[config.mk]
export PLATFORM = sky130hd
export DESIGN_NAME = present80_dec_flat
export DESIGN_NICKNAME = d
export VERILOG_FILES = /design/src/rtl/present80_dec_pkg.sv /design/src/rtl/present80_dec_if.sv /design/src/rtl/present80_dec_p_box_inv.sv /design/src/rtl/present80_dec.sv /design/src/flat_wrapper.sv
export SDC_FILE = /design/constraint.sdc
export NUM_CORES = 1
export LEC_CHECK = 0
export CORE_ASPECT_RATIO = 1.2
export CORE_MARGIN = 3
export CORE_UTILIZATION = 51
export DETAILED_ROUTE_END_ITERATION = 6
export PLACE_DENSITY = 0.85
export SLEW_MARGIN = 15
export SYNTH_ARGS = -nofsm -noshare
export SYNTH_HDL_FRONTEND = slang
export SYNTH_HIERARCHICAL = 1
export SYNTH_SLANG_ARGS = --single-unit
[constraint.sdc]
create_clock -name clk -period 4.3 [get_ports clk]
set_input_delay 0.86 -clock clk [delete_from_list [all_inputs] [get_ports clk]]
set_output_delay 0.86 -clock clk [all_outputs]
set_load 0.02 [all_outputs]
[src/rtl/present80_dec_pkg.sv]
// present_pkg: shared PRESENT-80 definitions for the decryption core.
//   SBOX / INV_SBOX : 16x4 substitution tables (forward and inverse)
//   ROUNDS          : round count (31)
//   KEY_ROT         : key-schedule rotation amount (61)
//   state_t         : controller states IDLE, KEXP, DEC, DONE
//   s_layer_inv     : inverse S-box applied to all 16 nibbles
//   key_fwd/key_rev : one step of the key schedule, forward and reverse
package present_pkg;

    localparam int unsigned ROUNDS  = 31;
    localparam int unsigned KEY_ROT = 61;

    typedef enum logic [1:0] {
        IDLE = 2'd0,
        KEXP = 2'd1,
        DEC  = 2'd2,
        DONE = 2'd3
    } state_t;

    localparam logic [3:0] SBOX [16] = '{
        4'hC, 4'h5, 4'h6, 4'hB, 4'h9, 4'h0, 4'hA, 4'hD,
        4'h3, 4'hE, 4'hF, 4'h8, 4'h4, 4'h7, 4'h1, 4'h2
    };

    localparam logic [3:0] INV_SBOX [16] = '{
        4'h5, 4'hE, 4'hF, 4'h8, 4'hC, 4'h1, 4'h2, 4'hD,
        4'hB, 4'h4, 4'h6, 4'h3, 4'h0, 4'h7, 4'h9, 4'hA
    };

    function automatic logic [63:0] s_layer_inv(input logic [63:0] s);
        logic [15:0][3:0] n;
        n = s;
        for (int unsigned i = 0; i < 16; i++) begin
            n[i[3:0]] = INV_SBOX[n[i[3:0]]];
        end
        return n;
    endfunction

    // Rotate left 61, S-box the top nibble, then fold in the round counter.
    function automatic logic [79:0] key_fwd(input logic [79:0] k, input logic [4:0] rc);
        logic [79:0] r;
        r = (k << KEY_ROT) | (k >> (80 - KEY_ROT));
        r[79:76] = SBOX[r[79:76]];
        r[19:15] = r[19:15] ^ rc;
        return r;
    endfunction

    // Exact inverse of key_fwd: steps undone in reverse order.
    function automatic logic [79:0] key_rev(input logic [79:0] k, input logic [4:0] rc);
        logic [79:0] r;
        r = k;
        r[19:15] = r[19:15] ^ rc;
        r[79:76] = INV_SBOX[r[79:76]];
        r = (r >> KEY_ROT) | (r << (80 - KEY_ROT));
        return r;
    endfunction

endpackage

[src/rtl/present80_dec_if.sv]
// present80_dec_if: valid/ready input and output ports of the decryption core.
//   in_valid/in_ready  : input handshake, ciphertext[63:0] and key[79:0]
//   out_valid/out_ready: output handshake, plaintext[63:0]
//   master modport: producer/consumer side; slave modport: the core.
interface present80_dec_if;

    logic        in_valid;
    logic        in_ready;
    logic [63:0] ciphertext;
    logic [79:0] key;
    logic        out_valid;
    logic        out_ready;
    logic [63:0] plaintext;

    modport master (
        output in_valid, ciphertext, key, out_ready,
        input  in_ready, out_valid, plaintext
    );

    modport slave (
        input  in_valid, ciphertext, key, out_ready,
        output in_ready, out_valid, plaintext
    );

endinterface

[src/rtl/present80_dec_p_box_inv.sv]
// p_box_inv: combinational inverse PRESENT bit permutation.
//   din[63:0]  : permuted state
//   dout[63:0] : dout[i] = din[16*(i mod 4) + i/4]
module p_box_inv (
    input  logic [63:0] din,
    output logic [63:0] dout
);

    for (genvar i = 0; i < 64; i++) begin : g_bit
        assign dout[i] = din[16 * (i % 4) + i / 4];
    end

endmodule

[src/rtl/present80_dec.sv]
// present80_dec: iterative PRESENT-80 decryption, fixed 63-cycle latency.
//   clk : single clock, rising edge
//   rst : synchronous active-high reset
//   bus : slave side of present80_dec_if (ciphertext/key in, plaintext out)
// The forward key schedule is first run for 31 cycles to reach the last
// round key, after which the rounds walk the schedule backwards.
module present80_dec
    import present_pkg::*;
(
    input  logic              clk,
    input  logic              rst,
    present80_dec_if.slave    bus
);

    state_t      state;
    logic [63:0] state_reg;
    logic [79:0] key_reg;
    logic [4:0]  rnd;
    logic        whiten;

    logic [63:0] perm;
    logic [79:0] key_prev;

    p_box_inv u_p_box_inv (
        .din  (state_reg),
        .dout (perm)
    );

    assign key_prev = key_rev(key_reg, rnd);

    // Handshake outputs come straight from the state register.
    assign bus.in_ready  = (state == IDLE);
    assign bus.out_valid = (state == DONE);
    assign bus.plaintext = state_reg;

    always_ff @(posedge clk) begin
        if (rst) begin
            state     <= IDLE;
            state_reg <= '0;
            key_reg   <= '0;
            rnd       <= '0;
            whiten    <= 1'b0;
        end else begin
            case (state)
                IDLE: begin
                    if (bus.in_valid) begin
                        state_reg <= bus.ciphertext;
                        key_reg   <= bus.key;
                        rnd       <= 5'd1;
                        state     <= KEXP;
                    end
                end
                KEXP: begin
                    key_reg <= key_fwd(key_reg, rnd);
                    rnd     <= rnd + 5'd1;
                    if (rnd == 5'(ROUNDS)) begin
                        whiten <= 1'b1;
                        state  <= DEC;
                    end
                end
                DEC: begin
                    // First DEC cycle only removes the final round key.
                    if (whiten) begin
                        state_reg <= state_reg ^ key_reg[79:16];
                        rnd       <= 5'(ROUNDS);
                        whiten    <= 1'b0;
                    end else begin
                        key_reg   <= key_prev;
                        state_reg <= s_layer_inv(perm) ^ key_prev[79:16];
                        rnd       <= rnd - 5'd1;
                        if (rnd == 5'd1) begin
                            state <= DONE;
                        end
                    end
                end
                DONE: begin
                    if (bus.out_ready) begin
                        state <= IDLE;
                    end
                end
                default: state <= IDLE;
            endcase
        end
    end

endmodule

[src/flat_wrapper.sv]
// flat-port wrapper written by rule: the top's interface ports become plain ports
module present80_dec_flat import present_pkg::*;
  (clk, rst, bus_in_valid, bus_ciphertext, bus_key, bus_out_ready, bus_in_ready, bus_out_valid, bus_plaintext);
  present80_dec_if bus_i ();
  input  logic clk;
  input  logic rst;
  input wire logic [$bits(bus_i.in_valid)-1:0] bus_in_valid;
  input wire logic [$bits(bus_i.ciphertext)-1:0] bus_ciphertext;
  input wire logic [$bits(bus_i.key)-1:0] bus_key;
  input wire logic [$bits(bus_i.out_ready)-1:0] bus_out_ready;
  output wire logic [$bits(bus_i.in_ready)-1:0] bus_in_ready;
  output wire logic [$bits(bus_i.out_valid)-1:0] bus_out_valid;
  output wire logic [$bits(bus_i.plaintext)-1:0] bus_plaintext;
  assign bus_i.in_valid = bus_in_valid;
  assign bus_i.ciphertext = bus_ciphertext;
  assign bus_i.key = bus_key;
  assign bus_i.out_ready = bus_out_ready;
  assign bus_in_ready = bus_i.in_ready;
  assign bus_out_valid = bus_i.out_valid;
  assign bus_plaintext = bus_i.plaintext;
  present80_dec u_core (.clk(clk), .rst(rst), .bus(bus_i));
endmodule
==> results.json <==
{
  "worstSkewPairLatency_ns": 0.45,
  "fin_tns_setup_ns": 0,
  "pre_cts_slack_ns": 0.769,
  "grt-ovfl-total": 0,
  "wirelength_mm": 47.7,
  "synth_warnings": 6,
  "pwr-share-seq": 0.287,
  "fin_crit_sh": 0.740,
  "crit_chain": "inv_1 -> ha_4 -> inv_2 -> o21ai_4 -> nand2_2 -> o221ai_1 -> a21oi_1",
  "skew_ns": 0.0107,
  "stdcell_count": 2008,
  "arrival_ns": 3.48,
  "synth_seq_cells": 152,
  "power_per_cell_area_nw_per_um2": 867,
  "route.detailed.drc": 0,
  "whs_ns": 0.510,
  "die_x_um": 152,
  "synthCells": 1615,
  "clk_path_buf_depth": 2,
  "cts-resized-gates": 0,
  "switching_share": 0.512,
  "grt_pass1_wl_mm": 72.1,
  "p_leak_nw": 5.73,
  "cp.required_ns": 4.60,
  "critPathCaptureType": "flip-flop",
  "core-area_um2": 24900,
  "syn2layout_area_growth_pct": 17.5,
  "ioPinCount": 214,
  "path_delay_family": "compound AO/OA/AOI/OAI gates",
  "path_buf_inv": 2,
  "fmax_mhz": 314,
  "cp_max_fo": 44,
  "wire_per_inst_um": 23.8,
  "intPower_mw": 6.48,
  "critPathSlowestCell": "o21ai_4",
  "final_nets": 1935,
  "dp.cells": 1976,
  "max_slew_margin": 0.270,
  "place_area_um2": 14700,
  "place.gp.congestion": 0.970,
  "syn_nets": 1880,
  "synth.avg_cell_area_um2": 8.06,
  "synth-edff-count": 0,
  "fillers": 2123,
  "cap_violations": 0,
  "antenna_found_initial": 0,
  "track_usage": 0.329,
  "reg2reg_slack_ns": 1.12,
  "p_sw_mw": 6.79,
  "crit_path_max_incr_delay_ns": 0.84,
  "final_area_um2": 15300,
  "post_cts_buffers": 0,
  "largest_register_ffs": 80,
  "layout-drive-gt1-share": 0.0618,
  "yosysSeqAreaShare": 0.234,
  "clock-sinks": 152,
  "drt_iter0_markers": 2257,
  "die_y_um": 181,
  "rsz0062_at_grt": "no",
  "vdd_drop_max_uv": 372,
  "fp-row-count": 63,
  "start_util": 0.522,
  "grt_max_degree": 109,
  "ctsHoldBuffers": 0,
  "setup_viol_count_final": 0,
  "clk_pin_slew_worst_paths_ns": 0.07,
  "cts_tree": "built",
  "num_vias": 13300,
  "dieArea_um2": 27500,
  "comb_power_share": 0.593,
  "hold_path_class": "flip-flop to flip-flop",
  "period_minus_slack_ns": 3.18,
  "clockRootBuffer": "clkbuf_16",
  "path_class": "flip-flop to flip-flop",
  "fin_ws_ns": 1.12,
  "start_kind": "flip-flop",
  "cts_buffers": 17,
  "synthArstFlopShare": 0,
  "placement.io_buffers": 213,
  "synth_ff_type": "dfxtp_1",
  "postRouteAntennaNets": 0,
  "tightest_slew_ns": 1.09,
  "p_total_mw": 13.3,
  "htree_levels": 4,
  "drtPass1Iterations": 7,
  "drv_slew": 0,
  "final_util": 0.614,
  "status": "complete, no violations",
  "grt_pass1_vias": 12400,
  "syn_area_um2": 13000,
  "hpwlAfterDp_mm": 34.3,
  "synth_cell_type_count": 58,
  "clkPwrFrac": 0.120,
  "finalHoldViolations": 0,
  "avgViaCountPerCell": 6.63,
  "n_antenna_cell": 0
}
-- cells in the final DEF (no fill, tap or decap), drive strengths merged, types with 5 or more instances in the layout --
| master | n |
|---|---|
| clkdlybuf4s50 | 212 |
| o221ai | 20 |
| nor2 | 102 |
| ha | 117 |
| inv | 113 |
| xor2 | 42 |
| o21ai | 79 |
| o21a | 23 |
| nand2b | 5 |
| nand3 | 5 |
| nor3 | 13 |
| mux2i | 11 |
| o22ai | 5 |
| a221o | 5 |
| o311a | 5 |
| o211ai | 23 |
| nand2 | 145 |
| clkbuf | 18 |
| mux4 | 36 |
| a221oi | 101 |
| nor3b | 24 |
| buf | 16 |
| or3 | 71 |
| mux2 | 6 |
| a31oi | 22 |
| dfxtp | 152 |
| a211oi | 19 |
| a21oi | 187 |
| xnor2 | 63 |
-- cell type report --
class,instances,area [um^2],area share
Sequential cell,152,3040,0.199
Timing Repair Buffer,228,2270,0.148
Tap cell,325,407,0.0266
Clock inverter,14,173,0.0113
Clock buffer,18,439,0.0287
Inverter,105,394,0.0258
Multi-Input combinational cell,1166,8570,0.560
-- power groups by stage --
stage / registers (mW) / clock network [mW] / logic [mW]
after global placement: 3.69 / 0 / 7.37
final: 3.81 / 1.59 / 7.86
after global routing: 3.86 / 1.64 / 8.48
after detailed placement: 3.73 / 0 / 7.64
after floorplan: 2.95 / 0 / 6.12
after CTS: 3.71 / 1.58 / 7.69
-- worst paths after layout --
path / start / end / cells past startpoint
worst min-delay path: u_core/key_reg[14] / u_core/key_reg[14] / 2
worst max register to register: u_core/state[0] / u_core/bus.plaintext[16] / 7
worst min register to register: u_core/key_reg[14] / u_core/key_reg[14] / 2
worst max-delay path: u_core/state[0] / u_core/bus.plaintext[16] / 7
-- cells in the mapped netlist, drive strengths merged, types with 24 or more instances --
cell / count / area share
nor3b: 24 / 0.014
a21oi: 187 / 0.072
dfxtp: 152 / 0.23
ha: 117 / 0.11
nand2: 145 / 0.042
clkbuf: 77 / 0.023
or3: 71 / 0.034
o21ai: 79 / 0.031
inv: 104 / 0.030
xnor2: 63 / 0.042
buf: 115 / 0.058
a221oi: 101 / 0.068
nor2: 102 / 0.030
xor2: 42 / 0.028
mux4: 36 / 0.062
-- per-layer routing --
| metal | GRT usage | vias to the layer above | share of wire |
|---|---|---|---|
| met3 | 0.0625 | 219 | 0.11 |
| met1 | 0.399 | 6243 | 0.35 |
| li1 | - | 5860 | - |
| met4 | 0.228 | 0 | 0.084 |
| met5 | 0 | - | 0 |
| met2 | 0.527 | 989 | 0.46 |
-- tightest hold or removal path, stage by stage (launching register included) --
cell     delay [ns]
dfxtp_1        0.34
nand2_1        0.06
a21oi_1        0.06
-- logic make-up (layout without fill, tap and decap cells) --
kind of cell,after synthesis,count (layout),share of synthesized area
mux,53,53,0.0772
flops,152,152,0.234
xor+xnor,105,105,0.0707
fa+ha+maj,117,117,0.113
simple gates,379,379,0.138
buf+inv,297,365,0.111
compound gates,512,512,0.258
(Power assumes the default switching activity.)
